File: src/rtl/astro_genius_defs_pkg.sv
// astro_genius_defs_pkg: FSM state encodings, frame constants and data bit order shared with the astro_genius receiver
package astro_genius_defs_pkg;

    typedef enum logic [2:0] {
        OCIOSO   = 3'd0,
        INICIO   = 3'd1,
        DADOS    = 3'd2,
        PARIDADE = 3'd3,
        PARADA   = 3'd4
    } estado_t;

    localparam int QUADRO_BITS = 9;
    localparam int NUM_DADOS   = 6;

    // Data bit positions inside the pending/shift registers; bit 5 leaves the line first
    localparam int IDX_UP      = 5;
    localparam int IDX_DOWN    = 4;
    localparam int IDX_RIGHT   = 3;
    localparam int IDX_LEFT    = 2;
    localparam int IDX_SPECIAL = 1;
    localparam int IDX_SHOT    = 0;

    // Even parity: the parity bit makes the total count of ones over data+parity even
    function automatic logic paridade_par(input logic [NUM_DADOS-1:0] d);
        return ^d;
    endfunction

endpackage

File: src/rtl/detector_borda.sv
// detector_borda: 6-bit rising-edge detector whose history resets to ones so held buttons do not fire
module detector_borda (
    input  logic       i_clock,
    input  logic       i_reset,
    input  logic [5:0] i_nivel,
    output logic [5:0] o_borda
);

    logic [5:0] r_anterior;

    // Previous-cycle button levels
    always_ff @(posedge i_clock or posedge i_reset) begin
        if (i_reset) r_anterior <= '1;
        else         r_anterior <= i_nivel;
    end

    assign o_borda = i_nivel & ~r_anterior;

endmodule

File: src/rtl/transmissor_jogada.sv
// transmissor_jogada: latches button presses and sends them as a 9-bit serial frame to astro_genius
module transmissor_jogada
    import astro_genius_defs_pkg::*;
#(
    parameter int BIT_CICLOS = 4
) (
    input  logic       clock,
    input  logic       reset,
    input  logic       habilitar,
    input  logic       botao_up,
    input  logic       botao_down,
    input  logic       botao_right,
    input  logic       botao_left,
    input  logic       botao_special,
    input  logic       botao_shot,
    output logic       jogada,
    output logic       ocupado,
    output logic       enviado,
    output logic [2:0] db_estado,
    output logic [5:0] db_pendente
);

    localparam int CW = $clog2(BIT_CICLOS);
    localparam logic [CW-1:0] ULTIMO = CW'(BIT_CICLOS - 1);
    localparam logic [2:0] ULTIMO_IDX = 3'(NUM_DADOS - 1);

    estado_t       r_estado, w_estado_prox;
    logic [CW-1:0] r_cnt, w_cnt_prox;
    logic [2:0]    r_idx, w_idx_prox;
    logic [5:0]    r_shift, w_shift_prox;
    logic [5:0]    r_pend, w_pend_prox;
    logic [5:0]    w_botoes, w_borda;
    logic          r_par, w_par_prox;
    logic          r_jogada, r_ocupado, r_enviado;
    logic          w_jogada_prox, w_enviado_prox;
    logic          w_fim_bit, w_carrega;

    // Gather the buttons into the shared data bit order
    always_comb begin
        w_botoes                = '0;
        w_botoes[IDX_UP]        = botao_up;
        w_botoes[IDX_DOWN]      = botao_down;
        w_botoes[IDX_RIGHT]     = botao_right;
        w_botoes[IDX_LEFT]      = botao_left;
        w_botoes[IDX_SPECIAL]   = botao_special;
        w_botoes[IDX_SHOT]      = botao_shot;
    end

    detector_borda u_borda (
        .i_clock (clock),
        .i_reset (reset),
        .i_nivel (w_botoes),
        .o_borda (w_borda)
    );

    assign w_fim_bit = (r_cnt == ULTIMO);

    // Next state, bit timing, bit index and shift register
    always_comb begin
        w_estado_prox = r_estado;
        w_cnt_prox    = w_fim_bit ? '0 : r_cnt + 1'b1;
        w_idx_prox    = r_idx;
        w_shift_prox  = r_shift;
        w_par_prox    = r_par;
        w_carrega     = 1'b0;
        case (r_estado)
            OCIOSO: begin
                w_cnt_prox = '0;
                if (r_pend != '0) begin
                    w_estado_prox = INICIO;
                    w_carrega     = 1'b1;
                    w_shift_prox  = r_pend;
                    w_par_prox    = paridade_par(r_pend);
                end
            end
            INICIO: begin
                if (w_fim_bit) begin
                    w_estado_prox = DADOS;
                    w_idx_prox    = '0;
                end
            end
            DADOS: begin
                if (w_fim_bit) begin
                    if (r_idx == ULTIMO_IDX) begin
                        w_estado_prox = PARIDADE;
                    end else begin
                        w_idx_prox   = r_idx + 3'd1;
                        w_shift_prox = {r_shift[4:0], 1'b0};
                    end
                end
            end
            PARIDADE: w_estado_prox = w_fim_bit ? PARADA : PARIDADE;
            PARADA:   w_estado_prox = w_fim_bit ? OCIOSO : PARADA;
            default:  w_estado_prox = OCIOSO;
        endcase
    end

    // Outputs are computed from the next state so the registered line lines up with the state
    always_comb begin
        w_jogada_prox  = (w_estado_prox == INICIO) ||
                         (w_estado_prox == DADOS && w_shift_prox[5]) ||
                         (w_estado_prox == PARIDADE && w_par_prox);
        w_enviado_prox = (w_estado_prox == PARADA) && (w_cnt_prox == ULTIMO);
        w_pend_prox    = (w_carrega ? 6'b0 : r_pend) | (habilitar ? w_borda : 6'b0);
    end

    // State, counters, data and registered outputs
    always_ff @(posedge clock or posedge reset) begin
        if (reset) begin
            r_estado  <= OCIOSO;
            r_cnt     <= '0;
            r_idx     <= '0;
            r_shift   <= '0;
            r_par     <= 1'b0;
            r_pend    <= '0;
            r_jogada  <= 1'b0;
            r_ocupado <= 1'b0;
            r_enviado <= 1'b0;
        end else begin
            r_estado  <= w_estado_prox;
            r_cnt     <= w_cnt_prox;
            r_idx     <= w_idx_prox;
            r_shift   <= w_shift_prox;
            r_par     <= w_par_prox;
            r_pend    <= w_pend_prox;
            r_jogada  <= w_jogada_prox;
            r_ocupado <= (w_estado_prox != OCIOSO);
            r_enviado <= w_enviado_prox;
        end
    end

    assign jogada      = r_jogada;
    assign ocupado     = r_ocupado;
    assign enviado     = r_enviado;
    assign db_estado   = r_estado;
    assign db_pendente = r_pend;

endmodule

File: config.mk
export PLATFORM = sky130hd
export DESIGN_NAME = transmissor_jogada
export DESIGN_NICKNAME = d
export VERILOG_FILES = /design/src/rtl/astro_genius_defs_pkg.sv /design/src/rtl/detector_borda.sv /design/src/rtl/transmissor_jogada.sv
export SDC_FILE = /design/constraint.sdc
export NUM_CORES = 1
export LEC_CHECK = 0
export ABC_AREA = 1
export CORE_MARGIN = 2
export CORE_UTILIZATION = 59
export CTS_BUF_LIST = sky130_fd_sc_hd__clkbuf_2 sky130_fd_sc_hd__clkbuf_4 sky130_fd_sc_hd__clkbuf_8
export CTS_CLUSTER_SIZE = 12
export DETAILED_ROUTE_END_ITERATION = 7
export PLACE_DENSITY_LB_ADDON = 0.2
export SYNTH_ARGS = -nofsm -noshare
export SYNTH_HDL_FRONTEND = slang
export SYNTH_SLANG_ARGS = --single-unit
File: constraint.sdc
create_clock -name clock -period 4.3 [get_ports clock]
set_input_delay 0.43 -clock clock [delete_from_list [all_inputs] [get_ports clock]]
set_output_delay 0.43 -clock clock [all_outputs]
set_load 0.05 [all_outputs]
==> reports/results.txt, run 1 <==
worst slack, placed - 2.50 ns
critical path class - reg -> out
GRT Total Usage - 0.232
share of the synthesized area in the top cell type - 0.424
Pleak - 0.825 nW
H-Tree Depth - 2
status - complete, no violations
warning count from the yosys run - 0
Seq/Total Area, Yosys - 0.535
routed length per instance - 12.9 microns
worst vdd ir - 0.295 mV
Placer Congestion - 0.872
Final Max Slew Viols - 0
total grt overflow - 0
I/O Buffers - 20
EDFF count, synth - 0
vias in the first global route - 1,102
synth unique cells - 23
register bit total from synthesis - 30
vias - 1,118
starting density of the core - 0.634
clk sink count - 30
mux cell area share after synthesis - 0
CTS tree - done
CP Max Fanout - 9
Async SR Flop Fraction - 1.00
top-count cell post-synth - nand2_1
final hold violation count - 0
PD cells - 326 nW/um^2
largest area contributor in the netlist - dfrtp_1
Worst EP required - 3.87 ns
main combinational cell family by area after synthesis - simple AND/OR/NAND/NOR gates
ANT cells - 0
final setup margin - 2.14 ns
Critical Path, Cell by Cell - clkdlybuf4s50_1
final worst-path cycle share - 0.502
Gate power share - 0.144
most common library cells after synthesis - nand2_1, inv_1, dfrtp_1
WHS - 0.494 ns
worst-skew pair later-pin latency - 0.32 ns
layout cells sized above 1 - 0.137
Setup TNS - 0 ns
sw power - 143 uW
pin count of the biggest net entering global routing - 31
Initial DRT Pass Iterations - 4
Synth Area in Simple Gates - 0.215
final setup skew - 0.00773 ns
Mapped Area - 1420 sq um
Worst path slowest cell - clkdlybuf4s50_1
clock buffer depth - 2
adder-cell share of the synthesized area - 0.0530
Cells after Synth - 158
number of max-cap violations - 0
first-pass GRT wire length - 4.60 mm
CP arrival - 1.73 ns
Layout Cells excl Fill - 211
FMAX - 0.463 GHz
Area Growth Syn to Fin - 18.9%
# DRC - 0
die area - 2810 sq um
I/O Pins - 21
Iteration-0 DRC Markers - 12
dpl hpwl - 2.02 mm
post-synthesis xor/xnor area fraction - 0
CTS root buffer - clkbuf_4
fin crit period - 2.16 ns
CTS Buf Count - 5
nets@finish - 197
vias per cell - 5.30
Finish-stage setup viols - 0
Post-Place Cells - 203
Compound-Gate Fraction of Synth Area - 0.101
critical path startpoint category - register
Die Width - 53.0 microns
initial antenna violation count - 0
# hold bufs at CTS - 0
Post CTS Setup Buffer Count - 0
Bufs and invs on worst path - 1
chip height - 53.0 microns
worst slew pin tran - 1.07 ns
endpoint class of the critical path - primary output
Avg Synthesized Cell Area - 8.96 sq um
Slew HR - 0.286
Internal - 406 uW
Net Count, Synth - 173
sequential power share - 0.545
row count - 17
wire length reported by the detailed router - 2.73 mm
hold crit path type - reg -> reg
RSZ-0062 raised after global routing - false
Reg clk slew, reported paths - 0.09 ns
Net Sw Frac - 0.260
ys flop type - dfrtp_1
Clk network pwr share - 0.310
Synth area leaders - dfrtp_1, dfstp_2, nand2_1
CORE AREA - 2230 sq um
DRT antenna net count - 0
largest stage delay on the critical path - 0.87 ns
CP top delay family - buffers and inverters
CTS resizes - 0
==> power by group through the flow <==
stage	registers [mW]	logic, mW	clock network [mW]
after floorplan	0.326	0.0297	0
after global placement	0.304	0.0771	0
after detailed placement	0.305	0.0797	0
after CTS	0.299	0.0802	0.175
after global routing	0.301	0.0869	0.187
final	0.300	0.0792	0.170
==> layer usage <==
metal  up-vias  GRT usage  routed length [microns]
met5         -          0                        0
li1        552          -                        -
met4         0     0.0769                       41
met2        30      0.408                     1380
met3         7     0.0678                      111
met1       529      0.268                     1200
==> logic make-up (layout without fill, tap and decap cells) <==
kind of cell    Yosys count  count (layout)
compound gates           24              24
simple gates             66              66
flops                    30              30
fa+ha+maj                 6               6
buf+inv                  32              57
==> worst reg2reg max path, cell delays in order (launching register included) <==
cell     delay, ns
dfrtp_1       0.41
inv_1         0.08
ha_1          0.21
inv_1         0.05
nor2_1        0.07
nor2_4        0.29
inv_2         0.13
a21oi_1       0.18
nand2_1       0.08
nand3_1       0.06
==> path summary, 6_finish.rpt <==
path                                startpoint           end  cells after the start  slack [ns]
worst max-delay path              db_estado[0]  db_estado[0]                      1        2.14
worst min-delay path                  r_idx[2]      r_idx[2]                      1        0.49
worst max register to register  db_pendente[4]        jogada                      9        2.69
worst min register to register        r_idx[2]      r_idx[2]                      1        0.49
max in group asynchronous                reset         r_par                      2        2.98
min in group asynchronous                reset       enviado                      2        0.67
==> flip-flops by register name, summed over array words and instances, names as in the netlist <==
register / flops
ocupado: 1
r_shift: 6
r_cnt: 2
enviado: 1
r_idx: 3
r_par: 1
jogada: 1
db_pendente: 6
u_borda.r_anterior: 6
db_estado: 3
==> cells in the final DEF, fill, tap and decap left out, drive strengths merged, types with 8 or more instances in the layout <==
master	synthesis	routed
nand2	30	30
inv	29	29
dfrtp	24	24
clkdlybuf4s50	0	20
nor2	20	20
nand3	14	14
o21ai	11	11
clkbuf	0	8
==> stage by stage <==
stage                     total power, mW  utilization  area [sq um]
after CTS                           0.554        0.754          1680
after global placement              0.381        0.727          1620
final                               0.549        0.754          1680
after floorplan                     0.355            -          1420
after detailed placement            0.385        0.727          1620
after global routing                0.575        0.754          1680
==> final cells by class <==
type                       count  area (sq um)
inverter                      29           109
sequential                    30           758
clock buffer                   8          60.1
timing repair buffer          20           200
multi-input combinational     96           522
tap                           28          35.0
fill                         179           549
No activity file was read; power rests on OpenSTA's default activity.
==> run 2: changes to the inputs <==
--- a/config.mk
+++ b/config.mk
@@ -7,7 +7,7 @@
 export LEC_CHECK = 0
 export ABC_AREA = 1
 export CORE_MARGIN = 2
-export CORE_UTILIZATION = 59
+export CORE_UTILIZATION = 55
 export CTS_BUF_LIST = sky130_fd_sc_hd__clkbuf_2 sky130_fd_sc_hd__clkbuf_4 sky130_fd_sc_hd__clkbuf_8
 export CTS_CLUSTER_SIZE = 12
 export DETAILED_ROUTE_END_ITERATION = 7
==> constraint.sdc (replaced) <==
create_clock -name clock -period 2.1 [get_ports clock]
set_input_delay 0.21 -clock clock [delete_from_list [all_inputs] [get_ports clock]]
set_output_delay 0.21 -clock clock [all_outputs]
set_load 0.05 [all_outputs]
==> reports/results.txt, run 2 (same netlist as run 1, synthesis figures left out) <==
Post CTS Setup Buffer Count - 0 (unchanged)
critical path startpoint category - register (unchanged)
routed length per instance - 13.4 microns (was 12.9 microns)
Slew HR - 0.645 (was 0.286)
worst setup path end - db_estado[0] (unchanged)
total grt overflow - 0 (unchanged)
CTS resizes - 0 (unchanged)
CTS tree - done (unchanged)
Bufs and invs on worst path - 1 (unchanged)
Fillers - 206 (was 179)
chip height - 54.7 microns (was 53.0 microns)
Pleak - 0.830 nW (was 0.825 nW)
Initial DRT Pass Iterations - 4 (unchanged)
layout cells sized above 1 - 0.141 (was 0.137)
CTS root buffer - clkbuf_4 (unchanged)
CP top delay family - buffers and inverters (unchanged)
Worst path slowest cell - clkdlybuf4s50_1 (unchanged)
ANT cells - 0 (unchanged)
nets@finish - 198 (was 197)
PD cells - 674 nW/um^2 (was 326 nW/um^2)
final setup margin - 0.160 ns (was 2.14 ns)
CTS Buf Count - 5 (unchanged)
vias in the first global route - 1,165 (was 1,102)
final hold violation count - 0 (unchanged)
DRT antenna net count - 0 (unchanged)
most frequent cells in the layout - nand2_1, inv_1, dfrtp_1, clkdlybuf4s50_1, nor2_1 (unchanged)
CORE AREA - 2450 sq um (was 2230 sq um)
Setup TNS - 0 ns (unchanged)
Placer Congestion - 0.806 (was 0.872)
Reg clk slew, reported paths - 0.10 ns (was 0.09 ns)
most common cell after layout, fill and taps aside - nand2_1 (unchanged)
# DRC - 0 (unchanged)
hold crit path type - in -> async (was reg -> reg)
endpoint class of the critical path - primary output (unchanged)
clk sink count - 30 (unchanged)
largest stage delay on the critical path - 0.87 ns (about the same)
fin crit period - 1.94 ns
WHS - 0.236 ns (was 0.494 ns)
GRT Total Usage - 0.239 (was 0.232)
Reg2Reg Capture Point - jogada (unchanged)
Iteration-0 DRC Markers - 19 (was 12)
vias - 1,128 (was 1,118)
critical path class - reg -> out (unchanged)
worst-skew pair later-pin latency - 0.33 ns (was 0.32 ns)
pin count of the biggest net entering global routing - 31 (unchanged)
status - complete, no violations (unchanged)
RSZ-0062 raised after global routing - false (unchanged)
area taken by flip-flops and latches - 758 sq um (unchanged)
Multi-input gate area - 522 sq um (unchanged)
final setup skew - 0.0134 ns (was 0.00773 ns)
wire length reported by the detailed router - 2.87 mm (was 2.73 mm)
# hold bufs at CTS - 0 (unchanged)
final core utilization - 0.690 (was 0.754)
Worst EP required - 1.89 ns (was 3.87 ns)
I/O Pins - 21 (unchanged)
Area Growth Syn to Fin - 19.6% (was 18.9%)
H-Tree Depth - 2 (unchanged)
clock buffer depth - 2 (unchanged)
Die Width - 54.7 microns (was 53.0 microns)
CP startpoint - db_estado[0] (unchanged)
CP Max Fanout - 9 (unchanged)
number of max-cap violations - 0 (unchanged)
die area - 3000 sq um (was 2810 sq um)
dpl hpwl - 2.23 mm (was 2.02 mm)
initial antenna violation count - 0 (unchanged)
row count - 18 (was 17)
I/O Buffers - 20 (unchanged)
Critical Path, Cell by Cell - clkdlybuf4s50_1 (unchanged)
FMAX - 0.515 GHz
worst vdd ir - 0.573 mV (was 0.295 mV)
Final Max Slew Viols - 0 (unchanged)
vias per cell - 5.27 (was 5.30)
reg-to-reg startpoint - db_pendente[1] (was db_pendente[4])
FF-to-FF path depth - 9 (unchanged)
Levels on crit path - 1 (unchanged)
first-pass GRT wire length - 4.85 mm (was 4.60 mm)
final worst-path cycle share - 0.924
CP arrival - 1.73 ns (about the same)
worst slew pin tran - 0.530 ns (was 1.07 ns)
Finish-stage setup viols - 0 (unchanged)
worst slack, placed - 0.532 ns (was 2.50 ns)
slack of the worst reg-to-reg path - 0.54 ns (was 2.69 ns)
starting density of the core - 0.577 (was 0.634)
[run 2: cell count changes in the layout (fill, tap and decap cells not counted), sizes merged]
| cell | delta |
|---|---|
| buf | +1 |
[run 2: stage by stage]
| stage | cell area (sq um) | power (mW) | std cells |
|---|---|---|---|
| floorplan | 1420 | 0.728 | 158 |
| global placement | 1630 | 0.787 | 206 |
| detailed placement | 1630 | 0.793 | 206 |
| CTS | 1690 | 1.15 | 214 |
| global route | 1690 | 1.20 | 214 |
| finish | 1690 | 1.14 | 214 |
[run 2: cell type report]
type / count / area share
timing repair buffer: 21 / 0.123
inverter: 29 / 0.0643
multi-input combinational: 96 / 0.308
sequential: 30 / 0.448
tap: 30 / 0.0222
clock buffer: 8 / 0.0355
[run 2: power by group]
group | total, mW | switching (mW) | internal (mW)
registers | 0.613 | 0.0111 | 0.602
logic | 0.167 | 0.108 | 0.0591
clock network | 0.361 | 0.190 | 0.172
[run 2: how the worst min path moves through the flow]
stage / startpoint / endpoint / slack, ns / depth (start not counted)
2_1_floorplan: botao_shot / u_borda.r_anterior[0] / 0.21 / 0
3_3_place_gp: r_idx[2] / r_idx[2] / 0.46 / 1
3_5_place_dp: r_idx[2] / r_idx[2] / 0.47 / 1
4_1_cts: reset / r_shift[1] / 0.25 / 3
5_1_grt: reset / r_idx[1] / 0.32 / 3
6_report: reset / r_shift[1] / 0.24 / 3
[run 2: worst min-delay path, cell delays in order]
cell             delay, ns
clkdlybuf4s50_1       0.39
inv_1                 0.05
buf_4                 0.34
[run 2: layer usage]
metal	routed length, microns	up-vias	part of all wire	GRT usage
li1	-	555	-	-
met1	1150	537	0.40	0.258
met2	1510	30	0.53	0.419
met5	0	-	0	0
met3	145	6	0.050	0.0656
met4	64	0	0.022	0.125
==> run 3: changes to the inputs <==
--- a/config.mk
+++ b/config.mk
@@ -7,10 +7,11 @@
 export LEC_CHECK = 0
 export ABC_AREA = 1
 export CORE_MARGIN = 2
-export CORE_UTILIZATION = 55
+export CORE_UTILIZATION = 64
 export CTS_BUF_LIST = sky130_fd_sc_hd__clkbuf_2 sky130_fd_sc_hd__clkbuf_4 sky130_fd_sc_hd__clkbuf_8
 export CTS_CLUSTER_SIZE = 12
 export DETAILED_ROUTE_END_ITERATION = 7
+export DONT_BUFFER_PORTS = 1
 export PLACE_DENSITY_LB_ADDON = 0.2
 export SYNTH_ARGS = -nofsm -noshare
 export SYNTH_HDL_FRONTEND = slang
==> reports/results.txt, run 3 (same netlist as run 1, synthesis figures left out) <==
worst slack, placed - 0.542 ns (was 0.532 ns)
vias - 1,116 (was 1,128)
final worst-path cycle share - 0.761 (was 0.924)
first-pass GRT wire length - 4.64 mm (was 4.85 mm)
final setup margin - 0.502 ns (was 0.160 ns)
hold crit path type - in -> reg (was in -> async)
Placer Congestion - 0.814 (was 0.806)
CP Max Fanout - 8 (was 9)
I/O Pins - 21 (unchanged)
CP arrival - 1.85 ns (was 1.73 ns)
FMAX - 0.626 GHz (was 0.515 GHz)
number of max-cap violations - 0 (unchanged)
# DRC - 0 (unchanged)
I/O Buffers - 0 (was 20)
critical path class - reg -> reg (was reg -> out)
CTS tree - done (unchanged)
pin count of the biggest net entering global routing - 31 (unchanged)
Finish-stage setup viols - 0 (unchanged)
Hold Path Sink - db_pendente[3]
RSZ-0062 raised after global routing - false (unchanged)
CORE AREA - 2150 sq um (was 2450 sq um)
most frequent cells in the layout - nand2_1, inv_1, dfrtp_1, nor2_1, nand3_1 (was nand2_1, inv_1, dfrtp_1, clkdlybuf4s50_1, nor2_1)
clk sink count - 30 (unchanged)
slack of the worst reg-to-reg path - 0.50 ns (was 0.54 ns)
vias per cell - 5.37 (was 5.27)
wire length reported by the detailed router - 2.71 mm (was 2.87 mm)
starting density of the core - 0.659 (was 0.577)
row count - 17 (was 18)
worst vdd ir - 0.580 mV (was 0.573 mV)
Finished Cell Area - 1630 sq um (was 1690 sq um)
# hold bufs at CTS - 7 (was 0)
Final Max Slew Viols - 0 (unchanged)
layout cells sized above 1 - 0.194 (was 0.141)
Setup TNS - 0 ns (unchanged)
Reg clk slew, reported paths - 0.09 ns (was 0.10 ns)
Slew HR - 0.696 (was 0.645)
CTS Buf Count - 5 (unchanged)
Fillers - 161 (was 206)
CTS resizes - 0 (unchanged)
final hold violation count - 0 (unchanged)
endpoint class of the critical path - register (was primary output)
Worst EP required - 2.35 ns (was 1.89 ns)
Area Growth Syn to Fin - 15.3% (was 19.6%)
most common cell after layout, fill and taps aside - nand2_1 (unchanged)
CTS root buffer - clkbuf_4 (unchanged)
clock buffer depth - 2 (unchanged)
worst-skew pair later-pin latency - 0.33 ns (about the same)
worst slew pin tran - 0.456 ns (was 0.530 ns)
Area after DPL - 1500 sq um (was 1630 sq um)
GRT Total Usage - 0.250 (was 0.239)
Iteration-0 DRC Markers - 28 (was 19)
chip height - 51.0 microns (was 54.7 microns)
final setup skew - 0.00319 ns (was 0.0134 ns)
ANT cells - 0 (unchanged)
status - complete, no violations (unchanged)
PD cells - 693 nW/um^2 (was 674 nW/um^2)
Initial DRT Pass Iterations - 4 (unchanged)
initial antenna violation count - 0 (unchanged)
dpl hpwl - 1.96 mm (was 2.23 mm)
nets@finish - 194 (was 198)
critical path startpoint category - register (unchanged)
DRT antenna net count - 0 (unchanged)
H-Tree Depth - 2 (unchanged)
hold path depth - 2
Die Width - 51.0 microns (was 54.7 microns)
hold path start - botao_right
routed length per instance - 13.0 microns (was 13.4 microns)
die area - 2610 sq um (was 3000 sq um)
reg-to-reg startpoint - r_cnt[0] (was db_pendente[1])
FF-to-FF path depth - 7 (was 9)
Reg2Reg Capture Point - r_idx[2] (was jogada)
vias in the first global route - 1,123 (was 1,165)
fin crit period - 1.60 ns (was 1.94 ns)
Pleak - 0.822 nW (was 0.830 nW)
Post CTS Setup Buffer Count - 0 (unchanged)
total grt overflow - 0 (unchanged)
==> run 3: area by class of cell <==
class	instances	area (sq um)	share of cell area
clock buffers	7	58.8	0.0360
clock inverters	1	5.00	0.00307
inverters	29	109	0.0667
multi-input cells	96	522	0.320
flip-flops and latches	30	758	0.464
well taps	28	35.0	0.0215
repair buffers	17	145	0.0889
==> run 3: worst max path at each step <==
stage          cells after the start           start  slack (ns)    endpoint
6_report                           7        r_cnt[0]        0.50    r_idx[2]
5_1_grt                            7        r_cnt[0]        0.33    r_idx[2]
4_1_cts                            7        r_cnt[0]        0.50    r_idx[2]
3_5_place_dp                       9  db_pendente[5]        0.54      jogada
3_3_place_gp                       7    db_estado[0]        0.62      jogada
2_1_floorplan                      8  db_pendente[2]        0.45  r_shift[1]
==> run 3: power breakdown <==
| part | switching, mW | internal, mW | total, mW |
|---|---|---|---|
| sequential | 0.00972 | 0.602 | 0.612 |
| combinational | 0.108 | 0.0497 | 0.158 |
| clock | 0.188 | 0.175 | 0.363 |
==> run 3: per-layer routing <==
| layer | global-route usage | wire length (microns) | vias up |
|---|---|---|---|
| met5 | 0 | 0 | - |
| li1 | - | - | 545 |
| met4 | 0.162 | 69 | 0 |
| met1 | 0.287 | 1130 | 530 |
| met3 | 0.0585 | 138 | 9 |
| met2 | 0.416 | 1370 | 32 |
==> run 3: worst max-delay path, stage by stage, from the launching register on <==
cell and delay, ns:
dfrtp_1 0.37, ha_1 0.35, nand2_1 0.20, nor2_4 0.20, inv_2 0.11, nor2_4 0.10, o21ai_1 0.06, a21oi_1 0.13
==> run 3: metrics by stage <==
step                instances  power (mW)   util  hold slack (ns)
floorplan                 158       0.728      -            0.214
global placement          193       0.763  0.698            0.187
detailed placement        193       0.768  0.698            0.189
CTS                       208        1.14  0.760          0.00175
global route              208        1.18  0.760          0.00905
finish                    208        1.13  0.760           0.0108
